## src/rtl/alu_divider_if.sv

```systemverilog
// Handshake and result bundle between the ALU controller (master) and the
// multi-cycle divider (slave).
interface alu_divider_if #(
    parameter int WIDTH = 4
);
    logic             start;
    logic [WIDTH-1:0] A;
    logic [WIDTH-1:0] B;
    logic             busy;
    logic             done;
    logic [WIDTH-1:0] Q;
    logic [WIDTH-1:0] R;
    logic             N;
    logic             Z;
    logic             V;

    modport master (
        output start, A, B,
        input  busy, done, Q, R, N, Z, V
    );

    modport slave (
        input  start, A, B,
        output busy, done, Q, R, N, Z, V
    );
endinterface

```

## src/rtl/alu_divider.sv

```systemverilog
// Restoring divider, one quotient bit per clock, with adder-compatible N/Z/V flags.
// Define ALU_DIV_SIGNED_EN for two's-complement operands; default build is unsigned.
module alu_divider #(
    parameter int WIDTH = 4
) (
    input logic         clk,
    input logic         rst_n,
    alu_divider_if.slave bus
);

    localparam int CW = $clog2(WIDTH);
    localparam logic [WIDTH-1:0] ZERO = '0;

    typedef enum logic [1:0] {
        IDLE,
        RUN,
        DONE
    } state_t;

    state_t           state;
    state_t           state_next;

    logic [WIDTH-1:0] quo;
    logic [WIDTH-1:0] rem;
    logic [WIDTH-1:0] dsr;
    logic [CW-1:0]    cnt;
    logic             neg_q;
    logic             neg_r;
    logic             ovf;

    logic [WIDTH-1:0] q_reg;
    logic [WIDTH-1:0] r_reg;
    logic             n_reg;
    logic             z_reg;
    logic             v_reg;

    logic             accept;
    logic             div_zero;
    logic             last_step;
    logic             a_neg;
    logic             b_neg;
    logic             min_ovf;
    logic [WIDTH-1:0] mag_a;
    logic [WIDTH-1:0] mag_b;

    logic [WIDTH:0]   sh_rem;
    logic [WIDTH:0]   trial;
    logic [WIDTH-1:0] next_quo;
    logic [WIDTH-1:0] next_rem;
    logic [WIDTH-1:0] fin_q;
    logic [WIDTH-1:0] fin_r;

    // Operand conditioning at the accepting edge: the core always divides magnitudes.
    always_comb begin
        div_zero = (bus.B == ZERO);
        accept   = bus.start && (state != RUN);
`ifdef ALU_DIV_SIGNED_EN
        a_neg    = bus.A[WIDTH-1];
        b_neg    = bus.B[WIDTH-1];
        mag_a    = a_neg ? (ZERO - bus.A) : bus.A;
        mag_b    = b_neg ? (ZERO - bus.B) : bus.B;
        min_ovf  = (bus.A == {1'b1, {(WIDTH-1){1'b0}}}) && (bus.B == {WIDTH{1'b1}});
`else
        a_neg    = 1'b0;
        b_neg    = 1'b0;
        mag_a    = bus.A;
        mag_b    = bus.B;
        min_ovf  = 1'b0;
`endif
    end

    // One restoring step; the extra trial bit is the borrow that rejects the subtraction.
    always_comb begin
        sh_rem    = {rem, quo[WIDTH-1]};
        trial     = sh_rem - {1'b0, dsr};
        next_quo  = {quo[WIDTH-2:0], ~trial[WIDTH]};
        next_rem  = trial[WIDTH] ? sh_rem[WIDTH-1:0] : trial[WIDTH-1:0];
        fin_q     = neg_q ? (ZERO - next_quo) : next_quo;
        fin_r     = neg_r ? (ZERO - next_rem) : next_rem;
        last_step = (cnt == CW'(WIDTH - 1));
    end

    always_ff @(posedge clk or negedge rst_n) begin
        if (!rst_n) begin
            state <= IDLE;
        end else begin
            state <= state_next;
        end
    end

    // DONE re-accepts start exactly like IDLE so back-to-back operations lose no cycle.
    always_comb begin
        state_next = state;
        case (state)
            IDLE, DONE: begin
                if (bus.start) begin
                    state_next = div_zero ? DONE : RUN;
                end else begin
                    state_next = IDLE;
                end
            end
            RUN: begin
                if (last_step) begin
                    state_next = DONE;
                end
            end
            default: state_next = IDLE;
        endcase
    end

    always_ff @(posedge clk or negedge rst_n) begin
        if (!rst_n) begin
            quo   <= '0;
            rem   <= '0;
            dsr   <= '0;
            cnt   <= '0;
            neg_q <= 1'b0;
            neg_r <= 1'b0;
            ovf   <= 1'b0;
            q_reg <= '0;
            r_reg <= '0;
            n_reg <= 1'b0;
            z_reg <= 1'b0;
            v_reg <= 1'b0;
        end else if (accept) begin
            if (div_zero) begin
                q_reg <= {WIDTH{1'b1}};
                r_reg <= bus.A;
                n_reg <= 1'b1;
                z_reg <= 1'b0;
                v_reg <= 1'b1;
            end else begin
                quo   <= mag_a;
                dsr   <= mag_b;
                rem   <= '0;
                cnt   <= '0;
                neg_q <= a_neg ^ b_neg;
                neg_r <= a_neg;
                ovf   <= min_ovf;
            end
        end else if (state == RUN) begin
            quo <= next_quo;
            rem <= next_rem;
            cnt <= cnt + CW'(1);
            // Sign fix-up rides on the final step so it costs no extra cycle.
            if (last_step) begin
                q_reg <= fin_q;
                r_reg <= fin_r;
                n_reg <= fin_q[WIDTH-1];
                z_reg <= (fin_q == ZERO);
                v_reg <= ovf;
            end
        end
    end

    assign bus.busy = (state == RUN);
    assign bus.done = (state == DONE);
    assign bus.Q    = q_reg;
    assign bus.R    = r_reg;
    assign bus.N    = n_reg;
    assign bus.Z    = z_reg;
    assign bus.V    = v_reg;

endmodule

```

## src/flat_wrapper.sv

```systemverilog
// flat-port wrapper written by rule: the top's interface ports become plain ports
module alu_divider_flat 
#(
    parameter int WIDTH = 4
)
  (clk, rst_n, bus_start, bus_A, bus_B, bus_busy, bus_done, bus_Q, bus_R, bus_N, bus_Z, bus_V);
  alu_divider_if #(.WIDTH(WIDTH)) bus_i ();
  input logic clk;
  input logic rst_n;
  input wire logic [$bits(bus_i.start)-1:0] bus_start;
  input wire logic [$bits(bus_i.A)-1:0] bus_A;
  input wire logic [$bits(bus_i.B)-1:0] bus_B;
  output wire logic [$bits(bus_i.busy)-1:0] bus_busy;
  output wire logic [$bits(bus_i.done)-1:0] bus_done;
  output wire logic [$bits(bus_i.Q)-1:0] bus_Q;
  output wire logic [$bits(bus_i.R)-1:0] bus_R;
  output wire logic [$bits(bus_i.N)-1:0] bus_N;
  output wire logic [$bits(bus_i.Z)-1:0] bus_Z;
  output wire logic [$bits(bus_i.V)-1:0] bus_V;
  assign bus_i.start = bus_start;
  assign bus_i.A = bus_A;
  assign bus_i.B = bus_B;
  assign bus_busy = bus_i.busy;
  assign bus_done = bus_i.done;
  assign bus_Q = bus_i.Q;
  assign bus_R = bus_i.R;
  assign bus_N = bus_i.N;
  assign bus_Z = bus_i.Z;
  assign bus_V = bus_i.V;
  alu_divider #(.WIDTH(WIDTH)) u_core (.clk(clk), .rst_n(rst_n), .bus(bus_i));
endmodule
```

## config.mk

```make
export PLATFORM = sky130hd
export DESIGN_NAME = alu_divider_flat
export DESIGN_NICKNAME = d
export VERILOG_FILES = /design/src/rtl/alu_divider_if.sv /design/src/rtl/alu_divider.sv /design/src/flat_wrapper.sv
export SDC_FILE = /design/constraint.sdc
export NUM_CORES = 1
export LEC_CHECK = 0
export ABC_AREA = 1
export CAP_MARGIN = 20
export CORE_ASPECT_RATIO = 1.4
export CORE_MARGIN = 3
export CORE_UTILIZATION = 45
export CTS_CLUSTER_DIAMETER = 60
export DETAILED_ROUTE_END_ITERATION = 10
export HOLD_SLACK_MARGIN = 0.15
export PLACE_DENSITY = 0.69
export SYNTH_ARGS = -nofsm -noshare
export SYNTH_HDL_FRONTEND = slang
export SYNTH_SLANG_ARGS = --single-unit
```

## constraint.sdc

```tcl
create_clock -name clk -period 3.75 [get_ports clk]
set_clock_uncertainty 0.15 [all_clocks]
set_input_delay 0.5625 -clock clk [delete_from_list [all_inputs] [get_ports clk]]
set_output_delay 0.5625 -clock clk [all_outputs]
set_load 0.01 [all_outputs]
```

==> run summary <==
Minimum clock period after layout: 2.195 ns
CTS tree: built
Worst EP required: 3.82 ns
Antenna violations before repair: 0
Nets: 224
Hold endpoint: u_core.cnt[0]
Die X: 54.39 µm
Vias: 1258
Mapped Cells: 182
Wire per inst: 12.96 µm
Endpoints failing setup: 0
Leakage Power: 0.0009120 µW
CP max FO: 6
Post_cts resized: 0
H-tree Lvls: 1
Peak supply drop: 0.5001 mV
Hpwl dp: 2420 µm
Max-slew violations: 0
Clock sink total: 26
R2r endpoint: u_core.rem[2]
Number of setup buffers added after CTS: 0
Syn-to-layout area delta: 20.36%
DRT antenna net count: 0
Syn avg cell area: 8.105 µm²
Worst Hold Class: register to register
Relative slew margins: 0.7759
Pwr Total: 1614 µW
Largest net degree at the start of global routing: 27
Starting Density: 0.4724
DR pass1 iterations: 4
Hold Buf Count CTS: 0
Part of the power in registers: 0.307
Internal power: 886.6 µW
Max-cap violations: 0
Io pins: 24
# DRC: 0
Final hold viol count: 0
Clk pwr share: 0.115
Fillers: 299
# rows: 24
Final Cycle Share: 0.5855
PwrDens: 909.2 nW/µm²
WL final: 3174 µm
Switching pwr: 727.7 µW
CTS root buf: clkbuf_8
Final TNS setup: 0 ns
GR Util All Layers: 0.1846
Die footprint: 4011 µm²
Outcome: finished, final reports clean
Synthesis Warnings: 0
Hold path start: u_core.cnt[0]
Switching share of total power: 0.4508
Cell taking the most area after synthesis: dfrtp_1
Total core area: 3123 µm²
Commonest cells after routing, fill and taps aside: 46 x nand2_1, 26 x dfrtp_1, 23 x nor2_1, 23 x clkdlybuf4s50_1, 21 x inv_1
Share of cells above drive strength 1: 0.1068
Mapped Nets: 199
Wire length on met1: 1292 µm
Share of the synthesized area in the top cell type: 0.4411
Final global-route overflow total: 0
Comb pwr share: 0.578
Arrival time worst endpoint: 2.26 ns
Synth top area cells: dfrtp_1 44%, nand2_1 12%, nor2_1 5.9%, nand3_1 5.4%, inv_1 5.3%
Worst skew pair latency: 0.27 ns
RSZ-0062 raised after global routing: no
Diode count: 0
DR WL met3: 159 µm
Number of buffers created by CTS: 3
CP Class: register to register
Reg clk slew, reported paths: 0.09 ns
Synth cell types: 25
Worst slew pin tran: 0.3362 ns
WL met2: 1583 µm
Iter 0 DRT Violations: 33
Vias in the first global route: 1258
Leading cell type in the layout, fill and taps excluded: nand2_1
Synth Register Bits: 26
Hold depth: 1
Crit path capture type: register
Crit Reg-Reg Startpoint: u_core.quo[3]
Clk buf depth: 2
FMAX: 455.5 MHz
FF-to-FF path depth: 11
Sequential share of the synthesized area: 0.4411
Input/output buffers: 23
Startpoint Class: register
Die Y: 73.75 µm
Synth Cell Area: 1475 µm²
GP Congestion: 0.8384
Top sig layer: met4
Vias per cell: 5.135
Flop2flop setup slack: 1.55 ns
First-pass GRT wire length: 5388 µm
## area by class of cell
cell class                 instances  area (µm²)  area share
inverter                          26       102.6     0.05779
sequential                        26       650.6      0.3665
multi-input combinational        126       680.7      0.3834
timing repair buffer              24       237.7      0.1339
clock buffer                       4       55.05     0.03101
tap                               39       48.80     0.02748
## worst max-delay path by stage
| stage | from | endpoint | slack (ns) | cells past startpoint |
|---|---|---|---|---|
| detailed placement | bus_start | u_core.cnt[1] | 1.42 | 7 |
| floorplan | u_core.quo[3] | u_core.bus.R[3] | 1.90 | 12 |
| global placement | bus_start | u_core.cnt[1] | 1.50 | 7 |
| finish | u_core.quo[3] | u_core.rem[2] | 1.55 | 11 |
| CTS | u_core.state[1] | bus_busy | 1.56 | 4 |
| global route | u_core.quo[3] | u_core.rem[2] | 1.47 | 11 |
## cell families (layout without fill, tap and decap cells)
kind of cell,Yosys count,after routing,synth area share
flip-flops,26,26,0.4410
AO/OA/AOI/OAI,18,18,0.06871
buffers and inverters,30,54,0.09754
AND/OR/NAND/NOR,101,101,0.3308
adder cells (fa/ha/maj),6,6,0.05598
XOR/XNOR,1,1,0.005938
## stage by stage
step / utilization / instances / hold slack, ns / area (µm²) / setup WS (ns)
after floorplan: - / 182 / 0.1169 / 1475 / 1.897
after global placement: 0.5509 / 241 / 0.3219 / 1720 / 1.504
after detailed placement: 0.5509 / 241 / 0.3207 / 1720 / 1.424
after CTS: 0.5685 / 245 / 0.3325 / 1775 / 1.564
after global routing: 0.5685 / 245 / 0.3705 / 1775 / 1.469
final: 0.5685 / 245 / 0.3362 / 1775 / 1.555
## flip-flops by register name, summed over array words and instances (netlist names)
signal        flops
u_core.bus.Z      1
u_core.dsr        4
u_core.rem        4
u_core.bus.V      1
u_core.cnt        2
u_core.bus.Q      4
u_core.state      2
u_core.bus.R      4
u_core.quo        4
## power by group through the flow
stage	logic [µW]	clock network [µW]	registers, µW
2_1_floorplan	651	0	509
3_3_place_gp	898	0	497
3_5_place_dp	928	0	501
4_1_cts	937	189	496
5_1_grt	1060	200	515
6_report	933	185	496
## Yosys cell counts
cell type	n
dfrtp_1	26
a31oi_1	3
fa_1	1
ha_1	5
o31ai_1	1
nand2_4	3
a22o_1	1
xor2_1	1
nor2_1	23
o21ai_1	4
buf_4	1
nand3_2	4
o21ai_0	4
inv_1	21
o22ai_1	1
inv_4	2
or2_0	4
nand2_2	3
nand3_1	16
inv_2	3
nor2_4	1
nor2_8	1
buf_6	3
nand2_1	46
a21oi_1	4
## per-layer routing
metal,vias up,GRT usage
li1,619,-
met1,571,0.2241
met2,49,0.2943
met3,19,0.02231
met4,0,0.1274
met5,-,0
## critical path, stage by stage (launching register included)
cell and delay [ns]:
dfrtp_1 0.41, inv_1 0.08, ha_1 0.17, inv_1 0.07
fa_1 0.42, nand3_1 0.12, nand3_1 0.11, nand2_1 0.22
nand3_1 0.14, nand2_1 0.10, nand2_1 0.05, nand2_1 0.07
Power figures use the tool's default switching activity.
